`src/rtl/pipe_ctrl_pkg.sv`:
```
// ============================================================================
// Module      : pipe_ctrl_pkg
// Description : Shared pipeline-control types: hazard FSM state encodings and
//               the default register-specifier width.
// Revision    : 1.0 - initial release
// ============================================================================
`default_nettype none

package pipe_ctrl_pkg;

    localparam int REG_ADDR_W_DEF = 5;

    typedef enum logic [1:0] {
        ST_RUN      = 2'd0,
        ST_LU_STALL = 2'd1,
        ST_FLUSH    = 2'd2,
        ST_MEM_WAIT = 2'd3
    } hz_state_e;

endpackage : pipe_ctrl_pkg

`default_nettype wire

```
`src/rtl/load_use_detect.sv`:
```
// ============================================================================
// Module      : load_use_detect
// Description : Combinational load-use comparator between the load in EX and
//               the source registers of the instruction in ID.
// Revision    : 1.0 - initial release
// ============================================================================
`default_nettype none

module load_use_detect
    import pipe_ctrl_pkg::*;
#(
    parameter int REG_ADDR_W = REG_ADDR_W_DEF
) (
    input  logic                  id_ex_memread_i,
    input  logic [REG_ADDR_W-1:0] id_ex_rt_i,
    input  logic [REG_ADDR_W-1:0] if_id_rs_i,
    input  logic [REG_ADDR_W-1:0] if_id_rt_i,
    input  logic                  if_id_uses_rt_i,
    output logic                  load_use_o
);

    logic w_dest_nonzero;
    logic w_rs_match;
    logic w_rt_match;

    // Register 0 is hardwired, so a load targeting it never creates a hazard.
    assign w_dest_nonzero = |id_ex_rt_i;
    assign w_rs_match     = (id_ex_rt_i == if_id_rs_i);
    assign w_rt_match     = (id_ex_rt_i == if_id_rt_i) && if_id_uses_rt_i;

    assign load_use_o = id_ex_memread_i && w_dest_nonzero && (w_rs_match || w_rt_match);

endmodule : load_use_detect

`default_nettype wire

```
`src/rtl/hazard_ctrl.sv`:
```
// ============================================================================
// Module      : hazard_ctrl
// Description : Pipeline hazard controller: memory-wait hold, taken-branch
//               flush and load-use stall, with optional performance counters
//               enabled by the HAZARD_PERF_EN macro.
// Revision    : 1.0 - initial release
// ============================================================================
`default_nettype none

module hazard_ctrl
    import pipe_ctrl_pkg::*;
#(
    parameter int REG_ADDR_W = REG_ADDR_W_DEF,
    parameter int CNT_W      = 16
) (
    input  logic                  clk_i,
    input  logic                  rst_i,
    input  logic                  mem_ready_i,
    input  logic                  ex_branch_taken_i,
    input  logic                  id_ex_memread_i,
    input  logic [REG_ADDR_W-1:0] id_ex_rt_i,
    input  logic [REG_ADDR_W-1:0] if_id_rs_i,
    input  logic [REG_ADDR_W-1:0] if_id_rt_i,
    input  logic                  if_id_uses_rt_i,
    output logic                  pc_write_o,
    output logic                  if_id_write_o,
    output logic                  pipe_hold_o,
    output logic                  id_ex_bubble_o,
    output logic                  if_id_flush_o,
    output logic                  id_ex_flush_o,
    output logic                  ex_mem_flush_o,
    output logic [1:0]            state_o,
    output logic [CNT_W-1:0]      stall_cnt_o,
    output logic [CNT_W-1:0]      flush_cnt_o,
    output logic [CNT_W-1:0]      wait_cnt_o
);

    hz_state_e r_state;
    hz_state_e w_state_nxt;
    logic      w_load_use;
    logic      w_lu_enable;

    load_use_detect #(
        .REG_ADDR_W (REG_ADDR_W)
    ) u_load_use_detect (
        .id_ex_memread_i (id_ex_memread_i),
        .id_ex_rt_i      (id_ex_rt_i),
        .if_id_rs_i      (if_id_rs_i),
        .if_id_rt_i      (if_id_rt_i),
        .if_id_uses_rt_i (if_id_uses_rt_i),
        .load_use_o      (w_load_use)
    );

    // ID is squashed in FLUSH and the bubble already sits in EX in LU_STALL.
    assign w_lu_enable = (r_state != ST_FLUSH) && (r_state != ST_LU_STALL);

    always_ff @(posedge clk_i) begin
        if (rst_i) begin
            r_state <= ST_RUN;
        end else begin
            r_state <= w_state_nxt;
        end
    end

    always_comb begin
        w_state_nxt    = ST_RUN;
        pc_write_o     = 1'b1;
        if_id_write_o  = 1'b1;
        pipe_hold_o    = 1'b0;
        id_ex_bubble_o = 1'b0;
        if_id_flush_o  = 1'b0;
        id_ex_flush_o  = 1'b0;
        ex_mem_flush_o = 1'b0;
        if (rst_i) begin
            pc_write_o    = 1'b0;
            if_id_write_o = 1'b0;
            pipe_hold_o   = 1'b1;
        end else if (!mem_ready_i) begin
            w_state_nxt   = ST_MEM_WAIT;
            pc_write_o    = 1'b0;
            if_id_write_o = 1'b0;
            pipe_hold_o   = 1'b1;
        end else if (ex_branch_taken_i) begin
            w_state_nxt    = ST_FLUSH;
            if_id_flush_o  = 1'b1;
            id_ex_flush_o  = 1'b1;
            ex_mem_flush_o = 1'b1;
        end else if (w_load_use && w_lu_enable) begin
            w_state_nxt    = ST_LU_STALL;
            pc_write_o     = 1'b0;
            if_id_write_o  = 1'b0;
            id_ex_bubble_o = 1'b1;
        end
    end

    assign state_o = r_state;

`ifdef HAZARD_PERF_EN
    logic [CNT_W-1:0] r_stall_cnt;
    logic [CNT_W-1:0] r_flush_cnt;
    logic [CNT_W-1:0] r_wait_cnt;
    localparam logic [CNT_W-1:0] C_CNT_ONE = {{(CNT_W-1){1'b0}}, 1'b1};

    // Counters saturate at all-ones rather than wrapping.
    always_ff @(posedge clk_i) begin
        if (rst_i) begin
            r_stall_cnt <= '0;
            r_flush_cnt <= '0;
            r_wait_cnt  <= '0;
        end else begin
            if (id_ex_bubble_o && (r_stall_cnt != '1)) r_stall_cnt <= r_stall_cnt + C_CNT_ONE;
            if (if_id_flush_o && (r_flush_cnt != '1))  r_flush_cnt <= r_flush_cnt + C_CNT_ONE;
            if (!mem_ready_i && (r_wait_cnt != '1))    r_wait_cnt  <= r_wait_cnt + C_CNT_ONE;
        end
    end

    assign stall_cnt_o = r_stall_cnt;
    assign flush_cnt_o = r_flush_cnt;
    assign wait_cnt_o  = r_wait_cnt;
`else
    assign stall_cnt_o = '0;
    assign flush_cnt_o = '0;
    assign wait_cnt_o  = '0;
`endif

endmodule : hazard_ctrl

`default_nettype wire

```
`config.mk`:
```
export PLATFORM = sky130hd
export DESIGN_NAME = hazard_ctrl
export DESIGN_NICKNAME = d
export VERILOG_FILES = /design/src/rtl/pipe_ctrl_pkg.sv /design/src/rtl/load_use_detect.sv /design/src/rtl/hazard_ctrl.sv
export SDC_FILE = /design/constraint.sdc
export NUM_CORES = 1
export LEC_CHECK = 0
export ABC_AREA = 1
export ABC_CLOCK_PERIOD_IN_PS = 2390
export BUFFER_PORTS_ARGS = -buffer_cell sky130_fd_sc_hd__clkbuf_2
export CORE_MARGIN = 3
export CORE_UTILIZATION = 36
export DETAILED_ROUTE_END_ITERATION = 10
export PLACE_DENSITY = 0.85
export SYNTH_ARGS = -nofsm -noshare
export SYNTH_HDL_FRONTEND = slang
export SYNTH_SLANG_ARGS = --single-unit
```
`constraint.sdc`:
```
create_clock -name clk_i -period 2.39 [get_ports clk_i]
set_clock_uncertainty 0.1 [all_clocks]
set_input_delay 0.239 -clock clk_i [delete_from_list [all_inputs] [get_ports clk_i]]
set_output_delay 0.239 -clock clk_i [all_outputs]
set_load 0.01 [all_outputs]
```
# ---- Word-level counts from Yosys, hierarchy flattened
# Cells that the tools add are included.
dict set report word_totals {
  register_bits 2
  latchBits 0
  mem_bits_rw 0
  romBits 0
  inputBits 21
  output_inout_bits 57
  wordCells 28
  memories 0
}
dict set report op_classes {
  n_addsub 0
  multipliers 0
  n_div 0
  n_lt_le_gt_ge 0
  eq_ne 4
  n_shift 0
  mux 16
  bitwise 0
  reduce_logical 7
}
# op n
set op_table {}
lappend op_table {{1-bit 2-to-1 mux} 14}
lappend op_table {{5-bit == test} 2}
lappend op_table {{1-bit logical AND} 5}
lappend op_table {{5-bit OR reduction} 1}
lappend op_table {{2-bit 2-to-1 mux} 2}
lappend op_table {{2-bit by 1-bit != test with 1-bit output (second input constant)} 1}
lappend op_table {{2-bit != test (second input constant)} 1}
lappend op_table {{1-bit logical OR} 1}

# ---- Depth between registers and ports, before layout
dict set report depth {
  ltp_word 9
  depth_mapped 8
  mapped_depth_nobuf 8
}

# ---- By module
# A second synthesis with hierarchy kept.
dict set report unflattened {
  cells_unflattened 121
  hier_area_um2 709.4
}
# mod n_inst cells_per_inst area_each_um2 seq_area_each_um2
set by_module_without_submodules {}
lappend by_module_without_submodules {hazard_ctrl 1 69 503.0 40.0}
lappend by_module_without_submodules {load_use_detect 1 52 206.4 0.0}

# ---- Least setup slack after synthesis
# No wires, ideal clock.
dict set report synth_timing {
  kind {register to output}
  from {register r_state[1], in the netlist state_o[1]}
  to {output port pc_write_o}
  t_arrival_ns 1.025
  required_time_ns 2.051
  path_slack_ns 1.026
  stages_incl_launch_ff 6
  n_path_buf 1
  cell_sequence {dfxtp_1 -> xnor2_1 -> nand3_1 -> nor2_1 -> a21oi_1 -> buf_4}
}
dict set report synth_via {
  elab_chain_len 7
  word_cells_on_any_way 8
  cone_classes {eq/ne: 2; mux: 4; reduce/logical: 2}
}
# item line
set synth_lines {}
lappend synth_lines {{start, declared} hazard_ctrl.sv:38} ;# hz_state_e r_state;
lappend synth_lines {{start signal, assigned} hazard_ctrl.sv:61} ;# r_state <= w_state_nxt;
lappend synth_lines {{2-bit != test / 2-bit by 1-bit != test with 1-bit output (equally long branches)} hazard_ctrl.sv:55} ;# assign w_lu_enable = (r_state != ST_FLUSH) && (r_state != ST_LU_STALL);
lappend synth_lines {{1-bit logical AND *} hazard_ctrl.sv:55}
lappend synth_lines {{1-bit logical AND *} hazard_ctrl.sv:88} ;# end else if (w_load_use && w_lu_enable) begin
lappend synth_lines {{1-bit 2-to-1 mux * (4 in series)} --}
lappend synth_lines {{end, declared} hazard_ctrl.sv:25} ;# output logic pc_write_o,
# Every way passes the cells marked *; elsewhere a longest branch is shown, timed or not.

# ---- Worst setup path in the final report
dict set report layout_timing {
  from {register r_state[1], in the netlist state_o[1]}
  to {output port id_ex_bubble_o}
}
dict set report layout_via {
  elab_chain_len 7
  word_cells_on_any_way 8
  cone_classes {eq/ne: 2; mux: 4; reduce/logical: 2}
}
# item line
set layout_lines {}
lappend layout_lines {{2-bit != test / 2-bit by 1-bit != test with 1-bit output (equally long branches)} hazard_ctrl.sv:55}
lappend layout_lines {{1-bit logical AND *} hazard_ctrl.sv:55}
lappend layout_lines {{1-bit logical AND *} hazard_ctrl.sv:88}
lappend layout_lines {{1-bit 2-to-1 mux *} hazard_ctrl.sv:88}
lappend layout_lines {{1-bit 2-to-1 mux *} hazard_ctrl.sv:83} ;# end else if (ex_branch_taken_i) begin
lappend layout_lines {{1-bit 2-to-1 mux *} hazard_ctrl.sv:78} ;# end else if (!mem_ready_i) begin
lappend layout_lines {{1-bit 2-to-1 mux *} hazard_ctrl.sv:74} ;# if (rst_i) begin
lappend layout_lines {{end, declared} hazard_ctrl.sv:28} ;# output logic id_ex_bubble_o,
# Marked as above.

==> results.sh <==
export IMPL_status="complete, no violations"
export IMPL_fp_dieW_um=50.0
export IMPL_p_leak_nw=0.508
export IMPL_p_int_w=0.000121
export IMPL_final_seq_area_sq_um=40.0
export IMPL_fin_hold_ws_ns=0.105
export IMPL_dieArea_sq_um=2500
export IMPL_multi_input_area_sq_um=389
export IMPL_dr_total_vias=549
export IMPL_synthDistinctLibCells=13
export IMPL_rsz0062_at_grt="false"
export IMPL_grt_usage_pct=7.87
export IMPL_hold_buffers=0
export IMPL_via_per_inst=3.21
export IMPL_place_gp_congestion=0.752
export IMPL_wl_per_cell_um=6.59
export IMPL_worst_setup_path_type="register to output port"
export IMPL_critPathLaunch="state_o[1]"
export IMPL_die_h_um=50.0
export IMPL_fillers=203
export IMPL_post_place_ws_ns=0.950
export IMPL_place_inst=168
export IMPL_dp_hpwl_um=1040
export IMPL_cts_setup_buffers=0
export IMPL_worstPathArrival_ns=1.23
export IMPL_cts_buffer_depth=2
export IMPL_vdd_drop_max_v=0.000109
export IMPL_firstDrtPassIters=4
export IMPL_tns_ns=0
export IMPL_core_area_sq_um=1780
export IMPL_first_iter_violations=9
export IMPL_sequentialPowerShare_pct=17.7
export IMPL_p_switching_w=0.0000887
export IMPL_instances_no_fill=171
export IMPL_ys_warn_count=0
export IMPL_initial_utilization_pct=39.0
export IMPL_num_rows=15
export IMPL_ant_nets=0
export IMPL_clkSinkCount=2
export IMPL_power_density_nw_per_um2=305
export IMPL_finalSetupViolCount=0
export IMPL_ys_ff_latch=2
export IMPL_syn_avg_cell_area_sq_um=5.90
export IMPL_antenna_found_initial=0
export IMPL_min_path_type="primary input to register"
export IMPL_cp_data_required_time_ns=2.05
export IMPL_cap_violations=0
export IMPL_clkTransAtPathRegs_ns=0.03
export IMPL_layout_drive_gt1_share_pct=25.3
export IMPL_cts_resized=0
export IMPL_hold_viol=0
export IMPL_combPwrFrac_pct=47.3
export IMPL_cts_inserted_buffers=3
export IMPL_p_sw_share_pct=42.2
export IMPL_grt_max_degree=5
export IMPL_nets=169
export IMPL_final_core_util_pct=38.6
export IMPL_largest_reg_flops=2
export IMPL_grt_pass1_wl_um=1500
export IMPL_startpoint_type="register"
export IMPL_worst_setup_path_end_kind="output port"
export IMPL_fmax_ghz=0.636
export IMPL_area_growth_pct=-1.08
export IMPL_path_max_fanout=2
export IMPL_cts_tree="built"
export IMPL_grt_remaining_overflow=0
export IMPL_grt_pass1_vias=399
export IMPL_synth_area_sq_um=696
export IMPL_layout_min_cycle_time_ns=1.57
export IMPL_timing_rr_start="state_o[1]"
export IMPL_worstSkewPairLatency_ns=0.22
export IMPL_htreeDepth=1
export IMPL_clkPwrFrac_pct=35.0
export IMPL_yosysSeqAreaShare_pct=5.76
export IMPL_ioPinCount=78
export IMPL_drc=0
export IMPL_routed_wl_um=1130
export IMPL_clock_root_buffer="clkbuf_4"
export IMPL_min_from="rst_i"
export IMPL_syn_inst=118
export IMPL_finalWorstSetupSlack_ns=0.817
export IMPL_n_antenna_cell=0
export IMPL_period_share_pct=65.8
export IMPL_slew_violations=0
export IMPL_port_buffers=29
==> worst max-delay path, cell delays in order, from the launching register on <==
cell and delay (ns):
dfxtp_1 0.31, xnor2_1 0.15, nand3_1 0.09, nor2_1 0.17
nand2_2 0.08, nor2_1 0.08, clkbuf_2 0.13
==> metal layers <==
| metal | up-vias | part of all wire, % | GRT usage, % |
|---|---|---|---|
| met1 | 209 | 38 | 8.98 |
| met5 | - | 0 | 0 |
| li1 | 305 | - | - |
| met2 | 35 | 50 | 12.3 |
| met4 | 0 | 0 | 5.53 |
| met3 | 0 | 11 | 2.42 |
==> power by group through the flow <==
| stage | clock (W) | combinational [W] | sequential [W] |
|---|---|---|---|
| final | 0.0000734 | 0.0000993 | 0.0000371 |
| after global routing | 0.0000820 | 0.000113 | 0.0000374 |
| after CTS | 0.0000787 | 0.0000981 | 0.0000371 |
| after detailed placement | 0 | 0.0000977 | 0.0000376 |
| after global placement | 0 | 0.0000973 | 0.0000375 |
| after floorplan | 0 | 0.000127 | 0.0000385 |
==> logic make-up (layout without fill, tap and decap cells) <==
family	Yosys count	after routing	synth area share, %
and+or+nand+nor	43	43	24.8
buffers and inverters	67	48	63.7
xor gates and xnor gates	2	2	2.52
other	1	48	0.539
DFF	2	2	5.76
AOI/OAI and AO/OA	3	3	2.70
==> synthesized netlist by cell type, drive strengths merged <==
cell type  count  area share (%)
inv           16             8.6
buf           51              55
a21oi          3             2.7
nor3           1            0.72
nor2           9             4.9
xnor2          2             2.5
nand3          4             2.9
dfxtp          2             5.8
nand2         29              16
conb           1            0.54
==> per-stage QoR <==
step	power, W	area (sq um)
floorplan	0.000165	872
global placement	0.000135	666
detailed placement	0.000135	666
CTS	0.000214	688
global route	0.000232	688
finish	0.000210	688
==> layout make-up <==
class | instances | share of cell area, %
Multi-Input combinational cell | 96 | 56.5
Timing Repair Buffer | 29 | 21.1
Inverter | 16 | 8.73
Sequential cell | 2 | 5.82
Tap cell | 25 | 4.55
Clock buffer | 3 | 3.27
==> cell usage in the layout, fill, tap and decap left out <==
cell,Yosys,layout
xnor2_1,2,2
dfxtp_1,2,2
inv_2,2,2
conb_1,1,48
clkbuf_2,0,29
clkbuf_4,0,3
nor2_1,9,9
nand2_1,27,27
nor3_1,1,1
a21oi_1,2,2
inv_1,14,14
a21oi_2,1,1
nand3_1,4,4
nand2_2,2,2
==> worst paths after layout <==
check	end	slack, ns	cells past startpoint
max	id_ex_bubble_o	0.82	6
max reg2reg	state_o[0]	1.33	5
min	state_o[0]	0.10	2
min reg2reg	state_o[0]	0.59	5
No activity file was read; power rests on OpenSTA's default activity.
